## src/rtl/cpu_types_pkg.sv

```systemverilog
// Shared datapath types: machine word, register index and the ALU status flag bundle.
// Latency: n/a (types only).
// Backpressure: n/a.
package cpu_types_pkg;

  localparam int WORD_W    = 32;
  localparam int REG_IDX_W = 5;

  typedef logic [WORD_W-1:0]    word_t;
  typedef logic [REG_IDX_W-1:0] regbits_t;

  // Status register layout, MSB first: sticky overflow, negative, zero.
  typedef struct packed {
    logic ovf;
    logic neg;
    logic zero;
  } rf_flags_t;

endpackage

```

## src/rtl/register_file_read_port.sv

```systemverilog
// One combinational GPR read port: index -> data, index 0 and out-of-range indices read 0.
// Latency: combinational. With RF_BYPASS_EN defined, a same-cycle write to the selected index is forwarded.
// Backpressure: none, always answers.
module rf_read_port
  import cpu_types_pkg::*;
#(
  parameter int NREGS = 32,
  parameter int DW    = 32
) (
  input  regbits_t                  i_rsel,
  input  logic [NREGS-1:0][DW-1:0]  i_regs,
`ifdef RF_BYPASS_EN
  input  logic                      i_wen,
  input  regbits_t                  i_wsel,
  input  logic [DW-1:0]             i_wdat,
`endif
  output logic [DW-1:0]             o_rdat
);

  localparam int IW = (NREGS > 1) ? $clog2(NREGS) : 1;

  logic w_valid;

  // Register 0 and indices past the end of the array never return stored data.
  assign w_valid = (i_rsel != '0) && (32'(i_rsel) < NREGS);

  // Select the stored word, optionally overridden by the write port in the same cycle.
  always_comb begin
    o_rdat = '0;
    if (w_valid) begin
      o_rdat = i_regs[i_rsel[IW-1:0]];
`ifdef RF_BYPASS_EN
      if (i_wen && (i_wsel == i_rsel)) begin
        o_rdat = i_wdat;
      end
`endif
    end
  end

endmodule

```

## src/rtl/register_file.sv

```systemverilog
// 32x32 GPR file with two read ports, one write port, ALU status flags and a saturating overflow counter.
// Latency: reads combinational, writes/flags visible the cycle after the edge (RF_BYPASS_EN forwards writes).
// Backpressure: none; every write and flag capture is accepted on the edge it is presented.
module register_file
  import cpu_types_pkg::*;
#(
  parameter int NREGS     = 32,
  parameter int DW        = 32,
  parameter int OVF_CNT_W = 8
) (
  input  logic                 CLK,
  input  logic                 nRST,
  input  logic                 WEN,
  input  regbits_t             wsel,
  input  logic [DW-1:0]        wdat,
  input  regbits_t             rsel1,
  input  regbits_t             rsel2,
  output logic [DW-1:0]        rdat1,
  output logic [DW-1:0]        rdat2,
  input  logic                 flag_wen,
  input  logic                 zero_in,
  input  logic                 neg_in,
  input  logic                 ovf_in,
  output logic [2:0]           flags,
  input  logic                 ovf_clr,
  output logic [OVF_CNT_W-1:0] ovf_count
);

  logic [NREGS-1:0][DW-1:0] r_regs;
  rf_flags_t                r_flags;
  logic [OVF_CNT_W-1:0]     r_ovf_cnt;

  // Register array: entry 0 is never written so it stays at its reset value of zero.
  always_ff @(posedge CLK or negedge nRST) begin
    if (!nRST) begin
      r_regs <= '0;
    end else if (WEN) begin
      for (int i = 1; i < NREGS; i++) begin
        if (wsel == regbits_t'(i)) begin
          r_regs[i] <= wdat;
        end
      end
    end
  end

  // Status flags and overflow counter; a clear beats a simultaneous overflow capture.
  always_ff @(posedge CLK or negedge nRST) begin
    if (!nRST) begin
      r_flags   <= '0;
      r_ovf_cnt <= '0;
    end else begin
      if (flag_wen) begin
        r_flags.zero <= zero_in;
        r_flags.neg  <= neg_in;
      end
      if (ovf_clr) begin
        r_flags.ovf <= 1'b0;
        r_ovf_cnt   <= '0;
      end else if (flag_wen && ovf_in) begin
        r_flags.ovf <= 1'b1;
        if (r_ovf_cnt != '1) begin
          r_ovf_cnt <= r_ovf_cnt + 1'b1;
        end
      end
    end
  end

  assign flags     = r_flags;
  assign ovf_count = r_ovf_cnt;

  rf_read_port #(
    .NREGS (NREGS),
    .DW    (DW)
  ) u_rd1 (
    .i_rsel (rsel1),
    .i_regs (r_regs),
`ifdef RF_BYPASS_EN
    .i_wen  (WEN),
    .i_wsel (wsel),
    .i_wdat (wdat),
`endif
    .o_rdat (rdat1)
  );

  rf_read_port #(
    .NREGS (NREGS),
    .DW    (DW)
  ) u_rd2 (
    .i_rsel (rsel2),
    .i_regs (r_regs),
`ifdef RF_BYPASS_EN
    .i_wen  (WEN),
    .i_wsel (wsel),
    .i_wdat (wdat),
`endif
    .o_rdat (rdat2)
  );

endmodule

```

## config.mk

```make
export PLATFORM = sky130hd
export DESIGN_NAME = register_file
export DESIGN_NICKNAME = d
export VERILOG_FILES = /design/src/rtl/cpu_types_pkg.sv /design/src/rtl/register_file_read_port.sv /design/src/rtl/register_file.sv
export SDC_FILE = /design/constraint.sdc
export NUM_CORES = 2
export LEC_CHECK = 0
export BUFFER_PORTS_ARGS = -buffer_cell sky130_fd_sc_hd__buf_2
export CELL_PAD_IN_SITES_DETAIL_PLACEMENT = 1
export CELL_PAD_IN_SITES_GLOBAL_PLACEMENT = 1
export CORE_MARGIN = 2
export CORE_UTILIZATION = 50
export CTS_CLUSTER_SIZE = 10
export DETAILED_ROUTE_END_ITERATION = 7
export PLACE_DENSITY_LB_ADDON = 0.1
export SLEW_MARGIN = 10
export SYNTH_ARGS = -nofsm -noshare
export SYNTH_HDL_FRONTEND = slang
export SYNTH_SLANG_ARGS = --single-unit
```

## constraint.sdc

```tcl
create_clock -name CLK -period 10.4 [get_ports CLK]
set_input_delay 3.12 -clock CLK [delete_from_list [all_inputs] [get_ports CLK]]
set_output_delay 3.12 -clock CLK [all_outputs]
set_load 0.05 [all_outputs]
```

==> impl_table.tex <==
\begin{tabular}{lr}
\hline
Metric & Value \\
\hline
\multicolumn{2}{l}{\textbf{Power}} \\
Worst ir drop on vdd & 0.1633 mV \\
Fraction of power consumed by sequential logic & 45.4\% \\
Power Dens Cells & 196.6 nW/um2 \\
Power dissipated by switching net loads & 3.395 mW \\
Switching Share & 29.33\% \\
Leakage & 25.69 nW \\
Internal Power & 8.182 mW \\
Portion of total power attributed to the clock network & 32.1\% \\
Comb pwr share & 22.5\% \\
\multicolumn{2}{l}{\textbf{Synth}} \\
Share of the synthesized area in the top cell type & 46.68\% \\
Yosys synthesis warning count & 32 \\
Cells taking the most area after synthesis & sky130\_fd\_sc\_hd\_\_dfrtp\_1 (47\%), sky130\_fd\_sc\_hd\_\_mux2\_2 (21\%), sky130\_fd\_sc\_hd\_\_mux4\_2 (16\%) \\
Synth Flop Type & sky130\_fd\_sc\_hd\_\_dfrtp\_1 \\
Leading area contributor after synthesis & sky130\_fd\_sc\_hd\_\_dfrtp\_1 \\
Syn Nets & 3711 \\
Post-synth EDFFs & 0 \\
Synthesized flop and latch total & 1003 \\
Post-synthesis sequential area ratio & 46.68\% \\
Number of instances in the synthesized netlist & 3655 \\
Avg Cell Area, Syn & 14.71 um2 \\
Share of synthesized registers carrying an async set or reset & 100.0\% \\
Post-Synthesis Cell Area & 53770 um2 \\
Number of distinct standard cells referenced by the synthesized netlist & 38 \\
\multicolumn{2}{l}{\textbf{Clock tree}} \\
Post-CTS Repair Setup Buffers & 0 \\
Clock tree from TritonCTS & done \\
Number of instances resized during post-cts repair & 0 \\
Clock root buffer & sky130\_fd\_sc\_hd\_\_clkbuf\_16 \\
Clk Latency, worst-skew pair & 710 ps \\
Number of H-tree levels & 3 \\
Clock slew seen by the registers of the worst setup and hold paths & 60 ps \\
Maximum root-to-sink buffer count & 3 \\
Clock Sinks & 1003 \\
Number of buffers created by CTS & 115 \\
Hold buffer count at cts & 0 \\
\multicolumn{2}{l}{\textbf{Timing}} \\
Relative slew margins & 18.48\% \\
Final worst-path setup slack & 1071 ps \\
Total Negative Setup Slacks & 0 ps \\
Worst Clk Skew & 3.910 ps \\
Transition time at the pin with the least slew margin & 1223 ps \\
Final number of hold-violating endpoints & 0 \\
Count of final max-slew check failures & 0 \\
Period Utilization, post-route & 89.70\% \\
Unrepaired setup endpoints after global routing & no \\
Min Tclk post-route & 9329 ps \\
Setup-failing EPs final & 0 \\
Max Clk Rate & 107.2 MHz \\
\multicolumn{2}{l}{\textbf{Finish}} \\
Area grow syn2layout & 9.536\% \\
Finished layout cell area & 58890 um2 \\
Sequential standard cell area & 25100 um2 \\
Area of the multi-input gates & 27040 um2 \\
Layout cells sized above 1 & 49.52\% \\
Count of nets after finishing & 3649 \\
Filler cells & 9945 \\
\multicolumn{2}{l}{\textbf{Global route}} \\
Global-route wire length before repair & 270600 um \\
Maximum number of pins on one net before global-route repair & 185 \\
Number of antenna violations at the first check in global routing & 13 \\
Total global-route track usage & 33.42\% \\
GR Overflow Total & 0 \\
Via count of the first global-routing pass & 38.46k \\
\multicolumn{2}{l}{\textbf{Outcome}} \\
Outcome & completed \\
\multicolumn{2}{l}{\textbf{Detailed routing}} \\
Number of detailed-route iterations in the first pass & 5 \\
Vias per Instance & 6.983 \\
Drt drc & 0 \\
Total wire length after detailed routing & 183100 um \\
Remaining antenna violation count after routing & 0 \\
Number of violations reported at the end of detailed-routing iteration 0 & 2837 \\
Via count & 35.23k \\
Drt wl/cell & 36.30 um \\
\multicolumn{2}{l}{\textbf{Hold path}} \\
Type of the worst min-delay path & register to register \\
\multicolumn{2}{l}{\textbf{Floorplanning}} \\
Die Footprint & 110200 um2 \\
Effective utilization at floorplan & 50.29\% \\
Boundary pin count & 130 \\
Number of placement rows & 120 \\
Floorplan core area & 106900 um2 \\
Overall die height & 331.9 um \\
Width of the die & 331.9 um \\
\multicolumn{2}{l}{\textbf{Worst setup path}} \\
Worst path required time & 7280 ps \\
Startpoint-to-endpoint class of the critical path & input pin to output pin \\
Largest fanout on the critical path & 48 \\
Critical Path Start Type & input pin \\
CP endpoint kind & output pin \\
Critical Path AT & 6210 ps \\
\multicolumn{2}{l}{\textbf{Placement}} \\
DP Area & 55620 um2 \\
Final HPWL from detailed placement & 108800 um \\
Post-placement worst setup slack & 1239 ps \\
Number of I/O port buffers & 129 \\
RD Place Congestion & 0.7922 \\
\multicolumn{2}{l}{\textbf{Job}} \\
Reported max-cap violation count & 0 \\
\hline
\end{tabular}
-- synthesized netlist by cell type (3+ instances only) --
master and count:
sky130_fd_sc_hd__buf_1 14, sky130_fd_sc_hd__nand4_1 4, sky130_fd_sc_hd__o22ai_1 64, sky130_fd_sc_hd__nand3_1 3, sky130_fd_sc_hd__clkbuf_1 215, sky130_fd_sc_hd__nand2b_1 5
sky130_fd_sc_hd__a211oi_1 66, sky130_fd_sc_hd__or3_1 3, sky130_fd_sc_hd__mux2_2 1010, sky130_fd_sc_hd__mux4_2 384, sky130_fd_sc_hd__o31ai_1 66, sky130_fd_sc_hd__o21ai_1 65
sky130_fd_sc_hd__nand4b_1 3, sky130_fd_sc_hd__nor2_1 22, sky130_fd_sc_hd__nand2_1 17, sky130_fd_sc_hd__nor3_1 5, sky130_fd_sc_hd__and2_1 67, sky130_fd_sc_hd__buf_2 141
sky130_fd_sc_hd__mux2_1 48, sky130_fd_sc_hd__mux2i_1 193, sky130_fd_sc_hd__buf_6 7, sky130_fd_sc_hd__nor2b_1 10, sky130_fd_sc_hd__dfrtp_1 1003, sky130_fd_sc_hd__inv_1 3
sky130_fd_sc_hd__buf_4 29, sky130_fd_sc_hd__a22o_1 192
-- critical path: stages --
cell	delay, ps
sky130_fd_sc_hd__buf_8	420
sky130_fd_sc_hd__nand2b_2	630
sky130_fd_sc_hd__buf_4	410
sky130_fd_sc_hd__o22ai_1	160
sky130_fd_sc_hd__a211oi_1	150
sky130_fd_sc_hd__o31ai_1	850
sky130_fd_sc_hd__buf_2	410
-- worst paths after layout --
| kind | startpoint | endpoint | slack [ps] | cells after the start |
|---|---|---|---|---|
| max | rsel2[2] | rdat2[25] | 1070 | 7 |
| min in group asynchronous | nRST | r_regs[152] | 2460 | 1 |
| max reg2reg | ovf_count[0] | ovf_count[5] | 8570 | 5 |
| min reg2reg | flags[2] | flags[2] | 510 | 2 |
| max in group asynchronous | nRST | r_regs[258] | 6160 | 2 |
| min | flags[2] | flags[2] | 510 | 2 |
-- power groups by stage --
stage	Combinational, mW	Sequential, mW	Clock [mW]
floorplan	1.98	5.08	0
global placement	2.51	5.16	0
CTS	2.62	5.23	3.78
detailed placement	2.60	5.29	0
finish	2.61	5.25	3.72
global route	2.77	5.34	3.93
-- flip-flops by register name, summed over array words and instances (netlist names) --
register	cells
r_regs	992
flags	3
ovf_count	8
-- metal layers --
layer | GRT usage [%] | part of all wire, %
met1 | 45.57 | 42
met2 | 54.46 | 48
met3 | 5.663 | 6.4
met4 | 11.55 | 3.6
met5 | 0 | 0.029
-- cell families (layout without fill, tap and decap cells) --
| kind of cell | Yosys count | count (layout) | synth area share, % |
|---|---|---|---|
| muxes | 1635 | 1635 | 41.84 |
| and+or+nand+nor | 146 | 146 | 1.548 |
| xor gates and xnor gates | 4 | 4 | 0.06517 |
| adders and majority gates | 1 | 1 | 0.02327 |
| AOI/OAI and AO/OA | 456 | 456 | 6.353 |
| DFF | 1003 | 1003 | 46.68 |
| buffers and inverters | 410 | 394 | 3.493 |
| other | 0 | 3 | 0 |
-- placed cells by master, fill, tap and decap left out, types with 8 or more instances in the layout --
master	n
sky130_fd_sc_hd__nor2b_4	8
sky130_fd_sc_hd__clkbuf_16	118
sky130_fd_sc_hd__clkbuf_1	31
sky130_fd_sc_hd__mux2i_1	193
sky130_fd_sc_hd__a211oi_1	66
sky130_fd_sc_hd__a22o_1	192
sky130_fd_sc_hd__nor2_4	14
sky130_fd_sc_hd__mux2_2	1010
sky130_fd_sc_hd__mux2_1	48
sky130_fd_sc_hd__o31ai_1	66
sky130_fd_sc_hd__o21ai_1	65
sky130_fd_sc_hd__buf_12	21
sky130_fd_sc_hd__nand2_2	8
sky130_fd_sc_hd__nor2_1	8
sky130_fd_sc_hd__buf_4	84
sky130_fd_sc_hd__dfrtp_1	1003
sky130_fd_sc_hd__mux4_2	384
sky130_fd_sc_hd__o22ai_1	64
sky130_fd_sc_hd__and2_1	65
sky130_fd_sc_hd__buf_2	118
-- cell type report --
| type | count | area share (%) |
|---|---|---|
| antenna | 3 | 0.01275 |
| clock buffer | 156 | 5.375 |
| clock inverter | 7 | 0.1636 |
| inverter | 3 | 0.01912 |
| multi-input combinational | 2242 | 45.92 |
| sequential | 1003 | 42.62 |
| tap | 1403 | 2.981 |
| timing repair buffer | 228 | 2.915 |
-- per-stage QoR --
stage | util [%] | std cells | power [mW] | hold WS [ps]
after floorplan | - | 3655 | 7.058 | 471.0
after global placement | 52.03 | 4879 | 7.673 | 481.0
after detailed placement | 52.03 | 4879 | 7.892 | 501.3
after CTS | 55.08 | 5042 | 11.63 | 514.1
after global routing | 55.09 | 5044 | 12.04 | 528.9
final | 55.09 | 5045 | 11.58 | 510.1
Note: power is estimated with default switching activity, not from simulation.
